**config.mk**
```make
export PLATFORM = sky130hd
export DESIGN_NAME = ram_stream_reader
export DESIGN_NICKNAME = d
export VERILOG_FILES = /design/src/rtl/ram_pkg.sv /design/src/rtl/ram_addr_gen.sv /design/src/rtl/ram_stream_reader.sv
export SDC_FILE = /design/constraint.sdc
export NUM_CORES = 1
export LEC_CHECK = 0
export ABC_AREA = 1
export BUFFER_PORTS_ARGS = -buffer_cell sky130_fd_sc_hd__buf_2
export CORE_UTILIZATION = 35
export DETAILED_ROUTE_END_ITERATION = 8
export GPL_TIMING_DRIVEN = 0
export PLACE_DENSITY_LB_ADDON = 0.08
export RECOVER_POWER = 25
export REMOVE_ABC_BUFFERS = 1
export SETUP_SLACK_MARGIN = 0.05
export SLEW_MARGIN = 10
export SYNTH_ARGS = -nofsm -noshare
export SYNTH_HDL_FRONTEND = slang
export SYNTH_SLANG_ARGS = --single-unit
```
**constraint.sdc**
```tcl
create_clock -name clk -period 1.66 [get_ports clk]
set_input_delay 0.332 -clock clk [delete_from_list [all_inputs] [get_ports clk]]
set_output_delay 0.332 -clock clk [all_outputs]
set_load 0.02 [all_outputs]
```
**src/rtl/ram_pkg.sv**
```systemverilog
// Shared FSM encoding and default width constants for the RAM stream reader.
package ram_pkg;

    localparam int unsigned DATA_WIDTH = 8;
    localparam int unsigned ADDR_WIDTH = 4;
    localparam int unsigned DEPTH      = 16;

    typedef enum logic [1:0] {
        ST_IDLE  = 2'd0,
        ST_READ  = 2'd1,
        ST_DRAIN = 2'd2
    } state_t;

endpackage

```
**src/rtl/ram_addr_gen.sv**
```systemverilog
// Address and remaining-word counters for a RAM read burst; the address wraps at depth-1.
module ram_addr_gen
    import ram_pkg::*;
#(
    parameter int unsigned addr_width = ADDR_WIDTH,
    parameter int unsigned depth      = DEPTH
) (
    input  logic                  clk,
    input  logic                  rst_n,
    input  logic                  load,
    input  logic                  advance,
    input  logic [addr_width-1:0] start_addr,
    input  logic [addr_width:0]   length,
    output logic [addr_width-1:0] addr,
    output logic [addr_width:0]   remaining,
    output logic                  last_c
);

    localparam int unsigned CNT_W = addr_width + 1;

    assign last_c = (remaining == CNT_W'(1));

    // The final fetch leaves the address in place so ram_addr holds the last word read.
    always_ff @(posedge clk or negedge rst_n) begin
        if (!rst_n) begin
            addr      <= '0;
            remaining <= '0;
        end else if (load) begin
            addr      <= start_addr;
            remaining <= length;
        end else if (advance) begin
            remaining <= remaining - CNT_W'(1);
            if (!last_c) begin
                if (addr == addr_width'(depth - 1)) begin
                    addr <= '0;
                end else begin
                    addr <= addr + addr_width'(1);
                end
            end
        end
    end

endmodule

```
**src/rtl/ram_stream_reader.sv**
```systemverilog
// Streams a burst of RAM words out on a valid/ready interface.
// Optional abort input enabled by defining RAM_STREAM_READER_ABORT_EN.
module ram_stream_reader
    import ram_pkg::*;
#(
    parameter int unsigned data_width = DATA_WIDTH,
    parameter int unsigned addr_width = ADDR_WIDTH,
    parameter int unsigned depth      = DEPTH
) (
    input  logic                  clk,
    input  logic                  rst_n,
    input  logic                  start,
`ifdef RAM_STREAM_READER_ABORT_EN
    input  logic                  abort,
`endif
    input  logic [addr_width-1:0] start_addr,
    input  logic [addr_width:0]   length,
    output logic [addr_width-1:0] ram_addr,
    output logic                  ram_en,
    input  logic [data_width-1:0] ram_data,
    output logic [data_width-1:0] m_data,
    output logic                  m_valid,
    input  logic                  m_ready,
    output logic                  m_last,
    output logic                  busy,
    output logic                  done
);

    state_t                state_q;
    state_t                state_d;
    logic                  abort_c;
    logic                  fire_c;
    logic                  hs_c;
    logic                  load_c;
    logic                  advance_c;
    logic                  last_c;
    logic [addr_width:0]   remaining;

`ifdef RAM_STREAM_READER_ABORT_EN
    assign abort_c = abort;
`else
    assign abort_c = 1'b0;
`endif

    ram_addr_gen #(
        .addr_width (addr_width),
        .depth      (depth)
    ) u_addr_gen (
        .clk        (clk),
        .rst_n      (rst_n),
        .load       (load_c),
        .advance    (advance_c),
        .start_addr (start_addr),
        .length     (length),
        .addr       (ram_addr),
        .remaining  (remaining),
        .last_c     (last_c)
    );

    // Next-state and counter control
    always_comb begin
        state_d   = state_q;
        fire_c    = (state_q == ST_READ) && (!m_valid || m_ready);
        hs_c      = m_valid && m_ready;
        load_c    = 1'b0;
        advance_c = 1'b0;
        case (state_q)
            ST_IDLE: begin
                if (start && (length != '0)) begin
                    load_c  = 1'b1;
                    state_d = ST_READ;
                end
            end
            ST_READ: begin
                if (abort_c) begin
                    state_d = ST_IDLE;
                end else if (fire_c) begin
                    advance_c = 1'b1;
                    if (last_c) begin
                        state_d = ST_DRAIN;
                    end
                end
            end
            ST_DRAIN: begin
                if (abort_c || hs_c) begin
                    state_d = ST_IDLE;
                end
            end
            default: state_d = ST_IDLE;
        endcase
    end

    always_ff @(posedge clk or negedge rst_n) begin
        if (!rst_n) begin
            state_q <= ST_IDLE;
        end else begin
            state_q <= state_d;
        end
    end

    // Registered stream outputs and status
    always_ff @(posedge clk or negedge rst_n) begin
        if (!rst_n) begin
            m_data  <= '0;
            m_valid <= 1'b0;
            m_last  <= 1'b0;
            ram_en  <= 1'b0;
            busy    <= 1'b0;
            done    <= 1'b0;
        end else begin
            done   <= 1'b0;
            ram_en <= (state_d == ST_READ);
            busy   <= (state_d != ST_IDLE);
            case (state_q)
                ST_IDLE: begin
                    if (start && (length == '0)) begin
                        done <= 1'b1;
                    end
                end
                ST_READ: begin
                    if (abort_c) begin
                        m_valid <= 1'b0;
                        m_last  <= 1'b0;
                        done    <= 1'b1;
                    end else if (fire_c) begin
                        m_data  <= ram_data;
                        m_valid <= 1'b1;
                        m_last  <= last_c;
                    end
                end
                ST_DRAIN: begin
                    if (abort_c || hs_c) begin
                        m_valid <= 1'b0;
                        m_last  <= 1'b0;
                        done    <= 1'b1;
                    end
                end
                default: begin
                    m_valid <= 1'b0;
                    m_last  <= 1'b0;
                end
            endcase
        end
    end

endmodule

```
==> results of run 1 <==
layout by cell type (no fill, tap or decap):
| cell | instances |
|---|---|
| nand2_2 | 1 |
| o21ai_2 | 1 |
| nor3_4 | 1 |
| clkbuf_2 | 1 |
| nor2_4 | 1 |
| nor2_1 | 11 |
| buf_2 | 36 |
| nand2_4 | 1 |
| ha_1 | 3 |
| nand3b_1 | 2 |
| nand4_1 | 3 |
| nand3_1 | 14 |
| clkbuf_4 | 3 |
| inv_1 | 20 |
| buf_4 | 2 |
| xor2_1 | 3 |
| bufinv_16 | 1 |
| nand2_1 | 57 |
| o21ai_0 | 6 |
| dfrtp_1 | 24 |
| nor2_2 | 1 |
| or2_0 | 1 |
| dlygate4sd3_1 | 1 |
| xnor2_1 | 1 |
| o21a_1 | 1 |
| o21bai_1 | 2 |
| a21oi_1 | 1 |
critical path, stage by stage, from the launching register on:
cell	delay (ns)
dfrtp_1	0.47
nor3_4	0.39
nand2_4	0.19
or2_0	0.23
nand2_1	0.06
inv_1	0.03
state kept, by name, summed over array words and instances (netlist names):
register              count
u_addr_gen.addr           4
busy                      1
m_valid                   1
done                      1
state_q                   2
u_addr_gen.remaining      5
m_data                    8
ram_en                    1
m_last                    1
kinds of logic (layout without fill, tap and decap cells):
family	Yosys count	count (layout)	share of synthesized area, %
AO/OA/AOI/OAI	11	11	5.32
XOR/XNOR	4	4	2.81
adder cells (fa/ha/maj)	3	3	3.01
buffers and inverters	23	64	7.72
flip-flops	24	24	48.1
AND/OR/NAND/NOR	93	93	33.0
layer usage:
| layer | vias up | wire length [um] | part of all wire (%) |
|---|---|---|---|
| met5 | - | 0 | 0 |
| met4 | 0 | 21 | 0.80 |
| met3 | 2 | 127 | 4.8 |
| met2 | 26 | 1180 | 45 |
| met1 | 504 | 1290 | 49 |
| li1 | 579 | - | - |
per-stage QoR:
stage               std cells  setup WS (ns)  setup TNS [ns]  cell area (um2)  utilization (%)
floorplan                 155          0.258               0             1230                -
global placement          238       -0.00522        -0.00522             1470             43.7
detailed placement        238        -0.0458         -0.0665             1470             43.7
CTS                       243          0.130               0             1540             45.7
global route              245          0.118               0             1550             46.1
finish                    245          0.202               0             1550             46.1
what timing repair did:
action	in CTS	in global routing
hold endpoints to repair	24	0
buffers inserted	0	2
resized for setup	1	0
pin swaps	0	1
hold buffers	1	0
setup endpoints to repair	4	2
area by class of cell:
class,instances,area [um2],share of cell area [%]
Tap cell,46,57.6,3.71
Clock inverter,1,30.0,1.94
Multi-Input combinational cell,111,556,35.8
Inverter,20,75.1,4.84
Clock buffer,3,22.5,1.45
Sequential cell,24,601,38.7
Timing Repair Buffer,40,210,13.5
how the worst max path moves through the flow:
stage                                  from                       to  cells past startpoint
finish                           state_q[1]  u_addr_gen.remaining[0]                      5
global route        u_addr_gen.remaining[1]                     busy                      7
CTS                              state_q[1]       u_addr_gen.addr[2]                      8
detailed placement               state_q[1]       u_addr_gen.addr[2]                      8
global placement                 state_q[1]       u_addr_gen.addr[2]                      8
floorplan                           m_valid       u_addr_gen.addr[2]                      8
report_power, final:
group	total (mW)	internal, mW	switching (mW)
Sequential	1.06	0.865	0.199
Clock	0.428	0.244	0.184
Combinational	1.63	0.602	1.03
Total	3.12	1.71	1.41
==> flow_summary.toml, run 1 <==
[run_status]
status = "finished clean"

[finish]
fillers = 383
area_growth_pct = 24.4
diodes = 0
final_layout_size_suffix_gt1_share_pct = 24.6
fin_nets = 224

[die]
row_count = 21
die-area_mm2 = 0.00381
start_util_pct = 37.1
die_w_um = 61.7
die_h_um = 61.7
core-area_mm2 = 0.00336
num_io_pins = 38

[logic_synthesis]
netlist_instances = 158
synth-main-ff-cell = "dfrtp_1"
ys_ff_latch = 24
seq_area_frac_synth_pct = 48.1
ys_top_cells_by_count = "nand2_1 (57), dfrtp_1 (24), inv_1 (20), nand3_1 (14), nor2_1 (11)"
synth_edf_count = 0
synth_cell_types = 22
netlist_area_mm2 = 0.00125
synth_area_leaders = "dfrtp_1 (48%), nand2_1 (17%), inv_1 (6.0%)"
synth.most_common_cell = "nand2_1"
avgSynthCellArea_um2 = 7.90
ys_warn_count = 0
synth_top_cell_area_share_pct = 48.1
synth_top_cell_by_area = "dfrtp_1"
synthArstFlopShare_pct = 100

[sta]
holdWs_ns = 0.198
period_minus_slack_ns = 1.46
maxSlewHeadroom_pct = 60.4
tightest_slew_ns = 0.594
rsz0062_at_grt = "no"
hold_viol = 0
finalCritPeriodShare_pct = 87.8
clock.fmax_ghz = 0.686
slew_violations = 0
finClkSkew_ns = 0.00358
setup_viol = 0

[critical_path]
r2r-start = "state_q[1]"
reg2reg_depth = 5
arrival_ns = 1.69
start_kind = "register"
endpoint_kind = "register"
rrSetupSlack_ns = 0.20
crit_type = "register to register"
regToRegEndpoint = "u_addr_gen.remaining[0]"
worstPathRequired_ns = 1.89
critPathMaxFanout = 15

[routing]
drt_first_pass_iters = 4
drt_iter0_drc = 53
drc_errors = 0
avgViaCountPerCell = 4.53
num_vias = 1111
drtAntennaViolNets = 0
wl_mm = 2.62
wl_per_cell_um = 10.7

[global_route]
grt_pass1_wl_mm = 4.00
grt-ovfl-total = 0
grtUsageMet3_pct = 2.69
grt_max_degree = 25
grtUsageMet1_pct = 19.9
antenna_found_initial = 0
grt_use_total_pct = 14.5
top_usage_layer = "met2"
grt_pass1_vias = 931
globalRouteMet2Util_pct = 22.4

[clock_network]
htreeDepth = 1
clk_latency_ns = 0.31
cts_root_buf = "clkbuf_4"
cts_num_sinks = 24
ctsLongestPathBuffers = 2
cts_tree = "done"
clkSlewWorstSetupHoldPaths_ns = 0.14
numCtsBuffers = 3

[hold_path]
hold_path.class = "primary input to register"
min_from = "ram_data[0]"
holdPathEnd = "m_data[0]"
hold_depth = 3

[power]
power_mw = 3.12
power_density_mw_per_mm2 = 2010
leakagePower_nw = 0.868
ir_worst_vdd_mv = 0.805

[place]
place_congestion = 0.812
numPortBuffers = 37
hpwl_mm = 1.90

[flow_run]
cap_violations = 0
Note: power is estimated with default switching activity, not from simulation.
==> inputs of run 2 (changes only) <==
Settings changed: PLACE_DENSITY set to 0.58, PLACE_DENSITY_LB_ADDON 0.08 to not set.
==> run 2 against run 1 <==
- clock skew increased by 0.0061 ns
- final area unchanged
- global-route usage increased by 0.70 points
- die area unchanged
- non-clock buffer count is the same
- critical path depth is the same
- sequential share of layout area stayed put
- final cell count unchanged
- first-iteration DRC count is 23% lower
==> flow_summary.toml, run 2 (synthesis gave the netlist of run 1 again) <==
[die]
die_h_um = 61.7
core-area_mm2 = 0.00336
die-area_mm2 = 0.00381
row_count = 21
start_util_pct = 37.1
num_io_pins = 38
die_w_um = 61.7

[global_route]
grt_pass1_vias = 1029
grt_use_total_pct = 15.2
grt-ovfl-total = 0
grt_max_degree = 25
grt_pass1_wl_mm = 4.28
antenna_found_initial = 0

[place]
place_congestion = 0.809
numPortBuffers = 37
place_area_mm2 = 0.00147
hpwl_mm = 1.94
dp_cells = 238

[critical_path]
crit_type = "register to register"
endpoint_kind = "register"
rrSetupSlack_ns = 0.21
start_kind = "register"
critPathMaxFanout = 15
crit_path_end = "u_addr_gen.remaining[0]"
worstPathRequired_ns = 1.89
crit_start = "state_q[0]"
r2r-start = "state_q[0]"
arrival_ns = 1.69
reg2reg_depth = 5
regToRegEndpoint = "u_addr_gen.remaining[0]"

[clock_network]
cts_tree = "done"
clkSlewWorstSetupHoldPaths_ns = 0.14
numCtsBuffers = 3
cts_num_sinks = 24
ctsLongestPathBuffers = 2
htreeDepth = 1
cts_root_buf = "clkbuf_4"
clk_latency_ns = 0.32

[finish]
fillers = 376
fin_area_mm2 = 0.00155
area.sequential_um2 = 601
final_layout_size_suffix_gt1_share_pct = 24.6
mostFrequentLayoutCell = "nand2_1"
multi_input_comb_area_um2 = 556
final_cell_mix = "nand2_1 (57), buf_2 (36), dfrtp_1 (24)"
fin_nets = 224
top_register = "m_data"
reg_top3 = "m_data (8), u_addr_gen.remaining (5), u_addr_gen.addr (4)"
largest_register_ffs = 8
layout.cells.non_filler = 245
area_growth_pct = 24.4
diodes = 0
fin_util_pct = 46.1

[power]
ir_worst_vdd_mv = 0.648
power_density_mw_per_mm2 = 2020
power_mw = 3.13
leakagePower_nw = 0.868

[sta]
slew_violations = 0
holdWs_ns = 0.202
finClkSkew_ns = 0.00971
finalCritPeriodShare_pct = 87.4
rsz0062_at_grt = "no"
hold_viol = 0
period_minus_slack_ns = 1.45
maxSlewHeadroom_pct = 59.2
setup_viol = 0
tightest_slew_ns = 0.611
clock.fmax_ghz = 0.689

[routing]
drtAntennaViolNets = 0
num_vias = 1117
wl_mm = 2.66
drt_iter0_drc = 41
avgViaCountPerCell = 4.56
wl_per_cell_um = 10.9
drc_errors = 0
drt_first_pass_iters = 6

[run_status]
status = "finished clean"

[hold_path]
hold_path.class = "primary input to register"

[flow_run]
cap_violations = 0
[run 2: worst min path at each step]
| stage | start | to | slack [ns] | cells past startpoint |
|---|---|---|---|---|
| after floorplan | rst_n | busy | 0.04 | 0 |
| after global routing | ram_data[4] | m_data[4] | 0.21 | 3 |
| after global placement | rst_n | u_addr_gen.addr[1] | 0.35 | 1 |
| final | ram_data[6] | m_data[6] | 0.20 | 3 |
| after CTS | ram_data[6] | m_data[6] | 0.20 | 3 |
| after detailed placement | rst_n | u_addr_gen.addr[1] | 0.35 | 1 |
[run 2: where the power goes]
| part | leakage (nW) | internal, mW | switching, mW |
|---|---|---|---|
| Clock | 0.0279 | 0.244 | 0.180 |
| Combinational | 0.549 | 0.601 | 1.04 |
| Sequential | 0.291 | 0.865 | 0.208 |
[run 2: per-layer routing]
layer | up-vias | global-route usage (%) | share of wire [%]
met4 | 0 | 6.98 | 0.79
li1 | 574 | - | -
met5 | - | 0 | 0
met2 | 30 | 25.7 | 46
met3 | 4 | 1.86 | 3.2
met1 | 509 | 19.6 | 50
[run 2: timing repair]
action	4_1_cts	5_1_grt
setup buffers	0	2
endpoints found under the setup margin	4	2
gates resized for setup	1	0
hold buffers	1	0
hold endpoints to repair	24	0
pin swaps	0	1
[run 2: through the flow]
step | TNS [ns] | setup slack [ns]
after detailed placement | -0.177 | -0.0843
after CTS | 0 | 0.115
after floorplan | 0 | 0.258
final | 0 | 0.209
after global placement | -0.0289 | -0.0230
after global routing | 0 | 0.0558
[run 2: cell type report]
type / instances / share of cell area [%]
clock buffers: 3 / 1.45
well taps: 46 / 3.71
inverters: 20 / 4.84
flip-flops and latches: 24 / 38.7
repair buffers: 40 / 13.5
multi-input cells: 111 / 35.8
clock inverters: 1 / 1.94
[run 2: worst max-delay path, cell delays in order (launching register included)]
cell and delay, ns:
dfrtp_1 0.45, nor3_4 0.39, nand2_4 0.19, or2_0 0.23
nand2_1 0.06, inv_1 0.03
